## src/rtl/clock_monitor_pkg.sv

```systemverilog
// Shared types and default constants for the clock_monitor slice.
package clock_monitor_pkg;

  typedef enum logic [1:0] {
    IDLE    = 2'd0,
    MEASURE = 2'd1,
    LOCKED  = 2'd2
  } state_t;

  localparam int CNT_W_DEF      = 16;
  localparam int LOCK_COUNT_DEF = 4;
  localparam int TIMEOUT_DEF    = 1024;

endpackage

```

## src/rtl/clock_monitor_edge.sv

```systemverilog
// Samples inClock and produces registered one-cycle rise/fall strobes.
// CLOCK_MONITOR_SYNC_EN adds a 2-flop synchronizer in front of the detector.
module clock_monitor_edge (
  input  logic clock,
  input  logic reset,
  input  logic inClock,
  output logic rise,
  output logic fall
);

  logic s_p0;
  logic p_p1;

`ifdef CLOCK_MONITOR_SYNC_EN
  logic meta_sync;

  // synchronizer: inClock may be asynchronous to clock
  always_ff @(posedge clock) begin
    if (!reset) begin
      meta_sync <= 1'b0;
      s_p0      <= 1'b0;
    end else begin
      meta_sync <= inClock;
      s_p0      <= meta_sync;
    end
  end
`else
  // single sampling flop: inClock is derived from clock
  always_ff @(posedge clock) begin
    if (!reset) begin
      s_p0 <= 1'b0;
    end else begin
      s_p0 <= inClock;
    end
  end
`endif

  // previous level and registered strobes
  always_ff @(posedge clock) begin
    if (!reset) begin
      p_p1 <= 1'b0;
      rise <= 1'b0;
      fall <= 1'b0;
    end else begin
      p_p1 <= s_p0;
      rise <= s_p0 & ~p_p1;
      fall <= ~s_p0 & p_p1;
    end
  end

endmodule

```

## src/rtl/clock_monitor.sv

```systemverilog
// Measures period/high time of a slow clock, reports lock and sticky loss.
// Optional input synchronizer selected by CLOCK_MONITOR_SYNC_EN.
module clock_monitor
  import clock_monitor_pkg::*;
#(
  parameter int CNT_W      = CNT_W_DEF,
  parameter int LOCK_COUNT = LOCK_COUNT_DEF,
  parameter int TIMEOUT    = TIMEOUT_DEF
) (
  input  logic             clock,
  input  logic             reset,
  input  logic             inClock,
  input  logic             clearLost,
  output logic             rise,
  output logic             fall,
  output logic [CNT_W-1:0] period,
  output logic [CNT_W-1:0] highTime,
  output logic             periodValid,
  output logic             locked,
  output logic             lost
);

  localparam logic [CNT_W-1:0] CNT_MAX = '1;
  localparam logic [CNT_W-1:0] TO_LAST = CNT_W'(TIMEOUT - 1);
  localparam logic [7:0]       LOCK_N  = 8'(LOCK_COUNT);

  state_t           state;
  state_t           state_nxt;
  logic [CNT_W-1:0] cnt;
  logic [CNT_W-1:0] cnt_inc;
  logic [CNT_W-1:0] hiReg;
  logic [7:0]       matchCnt;
  logic [7:0]       match_nxt;
  logic             haveRef;
  logic             same;
  logic             meas;
  logic             timeout;

  function automatic logic [CNT_W-1:0] sat_inc(input logic [CNT_W-1:0] v);
    return (v == CNT_MAX) ? v : v + CNT_W'(1);
  endfunction

  clock_monitor_edge u_edge (
    .clock   (clock),
    .reset   (reset),
    .inClock (inClock),
    .rise    (rise),
    .fall    (fall)
  );

  assign cnt_inc = cnt + CNT_W'(1);
  // the first period after IDLE has no predecessor to compare against
  assign same    = haveRef && (cnt_inc == period);

  always_comb begin
    state_nxt = state;
    match_nxt = matchCnt;
    meas      = 1'b0;
    timeout   = 1'b0;
    case (state)
      IDLE: begin
        if (rise) state_nxt = MEASURE;
      end
      MEASURE: begin
        if (rise) begin
          meas = 1'b1;
          if (same) begin
            match_nxt = matchCnt + 8'd1;
            if (match_nxt == LOCK_N) state_nxt = LOCKED;
          end else begin
            match_nxt = '0;
          end
        end else if (cnt == TO_LAST) begin
          timeout   = 1'b1;
          state_nxt = IDLE;
          match_nxt = '0;
        end
      end
      LOCKED: begin
        if (rise) begin
          meas = 1'b1;
          if (!same) begin
            state_nxt = MEASURE;
            match_nxt = '0;
          end
        end else if (cnt == TO_LAST) begin
          timeout   = 1'b1;
          state_nxt = IDLE;
          match_nxt = '0;
        end
      end
      default: begin
        state_nxt = IDLE;
        match_nxt = '0;
      end
    endcase
  end

  // measurement stage: aligned with the rise strobe that closes a period
  always_ff @(posedge clock) begin
    if (!reset) begin
      state       <= IDLE;
      cnt         <= '0;
      hiReg       <= '0;
      matchCnt    <= '0;
      haveRef     <= 1'b0;
      period      <= '0;
      highTime    <= '0;
      periodValid <= 1'b0;
      locked      <= 1'b0;
      lost        <= 1'b0;
    end else begin
      state       <= state_nxt;
      matchCnt    <= match_nxt;
      cnt         <= rise ? '0 : sat_inc(cnt);
      periodValid <= meas;
      locked      <= (state_nxt == LOCKED);
      if (fall) hiReg <= cnt_inc;
      if (meas) begin
        period   <= cnt_inc;
        highTime <= hiReg;
      end
      if (state_nxt == IDLE) haveRef <= 1'b0;
      else if (meas)         haveRef <= 1'b1;
      // a loss in the same cycle as clearLost keeps the flag set
      if (timeout)        lost <= 1'b1;
      else if (clearLost) lost <= 1'b0;
    end
  end

endmodule
```

## config.mk

```make
export PLATFORM = sky130hd
export DESIGN_NAME = clock_monitor
export DESIGN_NICKNAME = d
export VERILOG_FILES = /design/src/rtl/clock_monitor_pkg.sv /design/src/rtl/clock_monitor_edge.sv /design/src/rtl/clock_monitor.sv
export SDC_FILE = /design/constraint.sdc
export NUM_CORES = 1
export LEC_CHECK = 0
export BUFFER_PORTS_ARGS = -buffer_cell sky130_fd_sc_hd__buf_4
export CAP_MARGIN = 20
export CORE_ASPECT_RATIO = 2
export CORE_MARGIN = 1
export CORE_UTILIZATION = 30
export DETAILED_ROUTE_END_ITERATION = 8
export PLACE_DENSITY = 0.43
export REMOVE_ABC_BUFFERS = 1
export SLEW_MARGIN = 20
export SYNTH_ARGS = -nofsm -noshare
export SYNTH_HDL_FRONTEND = slang
export SYNTH_SLANG_ARGS = --single-unit
```

## constraint.sdc

```tcl
create_clock -name clock -period 4.6 [get_ports clock]
set_clock_uncertainty 0.2 [all_clocks]
set_input_delay 0.23 -clock clock [delete_from_list [all_inputs] [get_ports clock]]
set_output_delay 0.23 -clock clock [all_outputs]
set_load 0.01 [all_outputs]
```

Yosys cells after proc, flatten, opt, wreduce, memory -nomap -nowiden
Index checks and enable logic that the tools add are counted.
Storage, ports and cells
  bits in registers: 82
  bits of input ports: 4
  output and inout port bits: 37
  word-level logic and storage cells: 59
Operators by class
  $add $sub $neg: 2
  equality and inequality tests: 8
  mux-type cells: 21
  bitwise gates (word level): 6
  reductions and logical operators: 8
Operators with widths (count)
  2-to-1 mux 8 bit: 5
  case mux 8 bit (3 select lines): 1
  adder 16 x 1 -> 16 bit (second input constant): 1
  equality test 16 x 10 -> 1 bit (second input constant): 1
  equality test 16 bit: 1
  equality test 16 bit (second input constant): 1
  2-to-1 mux 2 bit: 7
  adder 8 x 1 -> 8 bit (second input constant): 1
  equality test 8 x 3 -> 1 bit (second input constant): 1
  2-to-1 mux 1 bit: 7
  case mux 2 bit (3 select lines): 1
  OR reduction 2 bit: 3
  equality test 2 bit (second input constant): 2
  zero test 2 bit: 2
  inverter 1 bit: 4
  != test 3 bit (second input constant): 1
  AND 1 bit: 2
  equality test 2 x 1 -> 1 bit (second input constant): 1
  AND reduction 2 bit: 1
  nonzero test 2 bit: 1
  logical AND 1 bit: 1

Logic depth before layout (Yosys ltp)
Gate-level depths: netlist (run 1).
  depth in word-level cells: 8
  mapped depth: 11
  depth with buffers taken out: 10

Modules after synthesis
Synthesis (run 1) repeated with hierarchy kept, for this count alone.
Second synthesis, totals
  cells, all modules: 502
  area total of the unflattened synthesis: 4305.4 sq um
By module, submodules not included
  clock_monitor: instances 1, cells each 494, area each 4194.0 sq um, seq. area each 1561.5 sq um
  clock_monitor_edge: instances 1, cells each 8, area each 111.4 sq um, seq. area each 80.1 sq um

Worst setup path before layout (run 1)
Ideal clock, no wire load.
  path type: register to register
  start: register cnt[1]
  end: register matchCnt[4]
  library setup time: 0.084 ns
  data arrival time: 3.032 ns
  required time: 4.316 ns
  path slack: 1.284 ns
  stages on the path, launching flop included: 11
  path buffers: 0
  clock period less this slack: 3.316 ns
  path through: dfxtp_1 > ha_1 > nand3_2 > nor3_2 > nor2_1 > or4_1 > or4_1 > or4_4 > nor2_8 > nand3_4 > o31ai_2
Between the ends
  cells in the longest elaborated chain, start to end: 6
  elaborated cells on any way between the ends: 11
  classes of those cells: add/sub: 1; eq/ne: 3; mux: 5; reduce/logical: 2
Ends and longest elaborated chain
  start: declaration: RTL line clock_monitor.sv:29  | logic [CNT_W-1:0] cnt;
  start signal: assignment: RTL line clock_monitor.sv:115  | cnt <= rise ? '0 : sat_inc(cnt);
  adder 16 x 1 -> 16 bit: RTL line clock_monitor.sv:51  | assign cnt_inc = cnt + CNT_W'(1);
  equality test 16 bit: RTL line clock_monitor.sv:53  | assign same = haveRef && (cnt_inc == period);
  logical AND 1 bit: RTL line clock_monitor.sv:53
  2-to-1 mux 8 bit: RTL line clock_monitor.sv:67  | if (same) begin
  2-to-1 mux 8 bit: RTL line clock_monitor.sv:65  | if (rise) begin
  case mux 8 bit (3 select lines): RTL line clock_monitor.sv:60  | case (state)
  end signal: assignment: RTL line clock_monitor.sv:114  | matchCnt <= match_nxt;
  end: declaration: RTL line clock_monitor.sv:32  | logic [7:0] matchCnt;
Several ways; a longest one is shown, not always the timed one.
A chain may end at the register's enable or synchronous reset.

Worst setup path after layout (run 1)
  start: register cnt[0]
  end: register matchCnt[4]
Same word-level chain as after synthesis.

==> results of run 1 <==
through the flow:
step / setup slack [ps] / instance area (µm²)
after global routing: 603.0 / 4852
after global placement: 912.7 / 4517
after CTS: 826.0 / 4832
after detailed placement: 845.4 / 4517
final: 824.9 / 4852
after floorplan: 1189 / 3993
tightest hold or removal path, stage by stage:
cell	delay, ps
buf_4	110
inv_1	50
a32oi_1	50
nor2b_1	100
final timing paths:
kind | startpoint | cells past startpoint | endpoint | slack (ps)
setup / recovery | cnt[0] | 10 | matchCnt[4] | 820
hold / removal | clearLost | 4 | lost | 40
setup reg to reg | cnt[0] | 10 | matchCnt[4] | 820
hold reg to reg | u_edge.p_p1 | 1 | u_edge.rise | 220
where the power goes:
part	total [µW]	switching, µW	internal [µW]
registers	731	11.7	720
logic	71.3	42.9	28.3
clock network	740	301	439
layer usage:
layer  vias up  part of all wire, %  track usage (%)
met5         -                    0                0
met4         0                  3.8            8.327
met3        22                  2.5            2.859
met2        60                   55            31.14
met1      1671                   39            17.76
li1       1729                    -                -
sequential cells by signal (all words and copies together), names as in the netlist:
name / cells
u_edge.p_p1: 1
period: 16
highTime: 16
lost: 1
u_edge.s_p0: 1
hiReg: 16
periodValid: 1
u_edge.rise: 1
cnt: 16
u_edge.fall: 1
locked: 1
state: 2
haveRef: 1
matchCnt: 8
cell usage in the layout, fill, tap and decap left out, types with 6 or more instances in the layout:
master and count:
nand2_1 80, a21oi_1 20, nor4_1 7, o22ai_1 6, nor2_1 20, buf_4 43, nand4_1 7, ha_1 6
clkbuf_16 9, nand3_1 17, inv_1 16, o211a_1 28, o21ai_1 6, nor2b_1 6, nor3_1 7, dfxtp_1 82
a21boi_0 17, and2_1 7, xnor2_1 27
logic make-up after synthesis:
| kind of cell | Yosys count | share of synthesized area (%) |
|---|---|---|
| buf+inv | 44 | 4.177 |
| mux | 7 | 1.799 |
| flops | 82 | 40.00 |
| compound gates | 108 | 20.03 |
| simple gates | 189 | 24.97 |
| fa+ha+maj | 6 | 1.829 |
| xor+xnor | 32 | 7.195 |
cell type report:
class                           count  share of cell area [%]
Tap cell                          155                   3.997
Sequential cell                    82                   33.83
Clock buffer                       11                   5.003
Clock inverter                      5                   1.289
Multi-Input combinational cell    342                   47.37
Timing Repair Buffer               45                   7.272
Inverter                           16                   1.238
timing repair:
action                                  4_1_cts  5_1_grt
endpoints found under the hold margin         1        0
endpoints found under the setup margin        0        0
buffers inserted                              0        0
hold buffers                                  1        0
==> run metrics, run 1 <==
Placed Cells=roughly 640; FMAX=roughly 260 MHz; First DRT Iteration DRCs=152; hold crit path type=primary input to register; Initial DRT Pass Iterations=6; ANT cells=0; final std cells w/o fill=~660; MaxCap Viol Count=0; antenna violations before repair=0; post-route total power=1543 µW; WL/cell=17.17 µm; Post-synth top cells=dfxtp_1, nand2_1, o211a_1; leading area contributor after synthesis=dfxtp_1; status=completed; minimum clock period=about 3800 ps; die width=around 85 µm; Tcrit/Tclk final=approximately 80%; top post-synthesis cells by area=dfxtp_1, nand2_1, o211a_1; post-cts sizing count=0; Synth async-reset ratio=0%; PwrDens=roughly 320 nW/µm²; GP Congestion=between 0.9 and 1; CP most frequent cell=or4_1; Detail Placement HPWL=roughly 8200 µm; Max-slew headroom=between 30% and 40%; endpoint class of the critical path=register; I/O pin count=between 40 and 50; critical path required time=around 4700 ps; GRT Util Overall=16.73%; Hold WS=about 40 ps; #FFs+latches synth=a little over 80; worst slew pin tran=~910 ps; Core Region=between 10000 and 15000 µm²; die area=14180 µm²; Avg Inst Size Synth=8.769 µm²; synth unique cells=62; critical path buffer and inverter count=0; Setup crit start kind=register; Yosys warning count=0; Area Overhead vs Synth=18.23%; final wirelength=between 10000 and 15000 µm; # clock sinks=between 80 and 90; setup_tns=0 ps; Fin. Hold Viols=0; clock slew at reported path FFs=70 ps; # port buffers=40; share of cells above drive strength 1=around 16%; Storage cell area=between 1500 and 2000 µm²; number of flops mapped to enable cells by yosys=0; slowest CP cell=or4_4; CTS Root Buffer Type=clkbuf_16; Critical Path AT=approximately 3800 ps; GRT overflow=0; Vias=3482; most used standard cell by instance count after synthesis=dfxtp_1; vias in the first global route=between 3000 and 4000; peak supply drop=around 0.17 mV; CTS tree=yes; largest net degree at the start of global routing=between 40 and 50; critical path, cell by cell=ha_1 > nand3_2 > nor3_2 > nor2_1 > or4_1 > or4_1 > or4_4 > nor2_8 > nand3_4 > o31ai_2; CP max FO=8; RSZ-0062 raised after global routing=false; Initial Util=a little under a third; DRC=0; count of final setup violators=0; Layout fillers=between 1000 and 1500; first-pass GRT wire length=18240 µm; Max Transition Viols Final=0; area occupied by multi-input gates=roughly 2300 µm²; Post-Syn Area=approximately 4100 µm²; vias per cell=~5.3; die height=167.4 µm; Main synth FF type=dfxtp_1; post-synthesis sequential area ratio=between 40% and 50%; Largest delay share family, worst path=simple AND/OR/NAND/NOR gates; Util after Layout=36.31%; CTS max path bufs=2; clk_lat worst skew=about 340 ps; DRT antenna net count=0; CP peak stage delay=560 ps; Setup CP Type=register to register; H-tree levels=3; layout net count=about 510; LEAKAGE=around 0.0020 µW; Mapped Cells=between 400 and 500; post-synth top area share=about two fifths; num rows=60; total CTS buffers=9
(Power assumes the default switching activity.)
==> inputs of run 2 (changes only) <==
Clock period 4.6 ns to 3.73 ns, I/O delays scaled along.
==> run metrics, run 2 (synthesis results as in run 1) <==
WL/cell=17.01 µm (-0.92%); post-CTS setup buffers=0 (unchanged); Hold WS=207.8 ps (+167.8 ps); commonest non-fill, non-tap cells in the layout=dfxtp_1, nand2_1, buf_4, o211a_1, xnor2_1; FF-to-FF End=matchCnt[4]; CP max FO=5 (-3); DRC=0 (unchanged); setup_tns=0 ps (unchanged); WL met1=4283 µm (-2.8%); DRT antenna net count=0 (unchanged); slowest CP cell=or4_4; post-route total power=1864 µW (+21%); Detail Placement HPWL=8460 µm (+2.9%); crit path launch=cnt[1]; critical path, cell by cell=ha_1 > and3_4 > xnor2_1 > xnor2_1 > or4_1 > or4_1 > or4_4 > nor2_8 > nand3_4 > o31ai_2; layout net count=518 (+2.4%); WHS Endpoint=u_edge.rise; Layout fillers=1416 (-0.49%); FMAX=284.5 MHz (+7.4%); Reg2Reg Depth=10 (unchanged); RSZ-0062 raised after global routing=false; die area=14180 µm² (unchanged); LEAKAGE=0.002079 µW (+2.6%); Area Overhead vs Synth=19.79%; endpoint class of the critical path=register; hold crit path type=register to register; Critical Path AT=3570 ps (-260 ps); status=completed; clock slew at reported path FFs=60 ps (about the same); peak supply drop=0.2330 mV (+39%); Hold Crit Depth=1 (-3); Fin. Hold Viols=0 (unchanged); final wirelength=11350 µm (+0.74%); critical path required time=3780 ps (-870 ps); Setup CP Type=register to register; Setup crit start kind=register; GRT Util Overall=17.18% (+0.45 points); R2R Setup Slk=220 ps (-610 ps); commonest non-fill, non-tap cell in the layout=dfxtp_1; I/O pin count=41 (unchanged); total CTS buffers=9 (unchanged); First DRT Iteration DRCs=117 (-23%); CTS Root Buffer Type=clkbuf_16; Max-slew headroom=38.42% (-0.59 points); die width=84.71 µm (unchanged); clk_lat worst skew=340 ps (about the same); first-pass GRT wire length=18750 µm (+2.8%); count of final setup violators=0 (unchanged); vias per cell=5.144 (-3.1%); share of cells above drive strength 1=17.19% (+1.6 points); # port buffers=40 (unchanged); met2 wire len=6416 µm (+4.4%); GP Congestion=0.8768 (-4.6%); ANT cells=0 (unchanged); CTS tree=yes; PwrDens=379.2 nW/µm² (+19%); Core Region=13360 µm² (unchanged); top layer in use=met4; minimum clock period=3515 ps (-260.5 ps); Max Transition Viols Final=0 (unchanged); Vias=3431 (-1.5%); CP peak stage delay=560 ps (about the same); # clock sinks=82 (unchanged); Initial DRT Pass Iterations=6 (unchanged); CTS max path bufs=2 (unchanged); antenna violations before repair=0 (unchanged); num rows=60 (unchanged); hold path start=u_edge.p_p1; worst slew pin tran=921.4 ps (+8.768 ps); Initial Util=30.71% (unchanged); worst r2r src=cnt[1]; MaxCap Viol Count=0 (unchanged); vias in the first global route=3586 (+4.0%); die height=167.4 µm (unchanged); met3 routed WL=222 µm (-23%); H-tree levels=3 (unchanged); largest net degree at the start of global routing=55 (+17%); Tcrit/Tclk final=94.22% (+12 points); GRT overflow=0 (unchanged)
==> run 2: where the power goes <==
part / internal [µW] / leakage [µW] / total, µW / switching (µW)
logic: 38.1 / 0.00128 / 91.7 / 53.6
clock network: 514 / 0.000138 / 870 / 356
registers: 888 / 0.000663 / 902 / 14.5
total: 1440 / 0.00208 / 1860 / 424
==> run 2: area by class of cell <==
cell class,instances,area [µm²],area share (%)
Tap cell,155,193.9,3.945
Sequential cell,82,1643,33.42
Inverter,16,60.06,1.222
Multi-Input combinational cell,342,2298,46.75
Clock inverter,5,56.30,1.145
Clock buffer,10,229.0,4.658
Timing Repair Buffer,57,435.4,8.857
==> run 2: worst max-delay path: cells and delay by family, from the launching register on <==
kind            cells  cell delay, ps
simple gates        6            1990
xor+xnor            2             460
flops               1             360
fa+ha+maj           1             250
compound gates      1             180
==> run 2: timing repair <==
action | CTS | global route
hold endpoints to repair | 3 | 0
gates resized for setup | 0 | 0
hold buffers | 3 | 0
setup endpoints to repair | 0 | 0
==> run 2: per-stage QoR <==
stage | instances | utilization, % | instance area, µm² | worst slack [ps]
4_1_cts | 667 | 36.79 | 4916 | 186.9
3_5_place_dp | 649 | 34.43 | 4601 | 216.4
2_1_floorplan | 440 | - | 3993 | 319.1
3_3_place_gp | 649 | 34.42 | 4599 | 223.4
6_report | 667 | 36.79 | 4916 | 215.4
5_1_grt | 667 | 36.79 | 4916 | 33.42
==> run 2: per-layer routing <==
metal,vias to the layer above,track usage [%]
met2,50,33.30
met5,-,0
met3,20,2.514
li1,1743,-
met1,1618,17.23
met4,0,8.843
==> run 2: worst max-delay path by stage <==
stage	slack [ps]	cells past startpoint	end
after detailed placement	220	10	matchCnt[4]
after floorplan	320	10	matchCnt[4]
after CTS	190	10	matchCnt[4]
after global routing	30	11	matchCnt[4]
final	220	10	matchCnt[4]
after global placement	220	11	matchCnt[4]
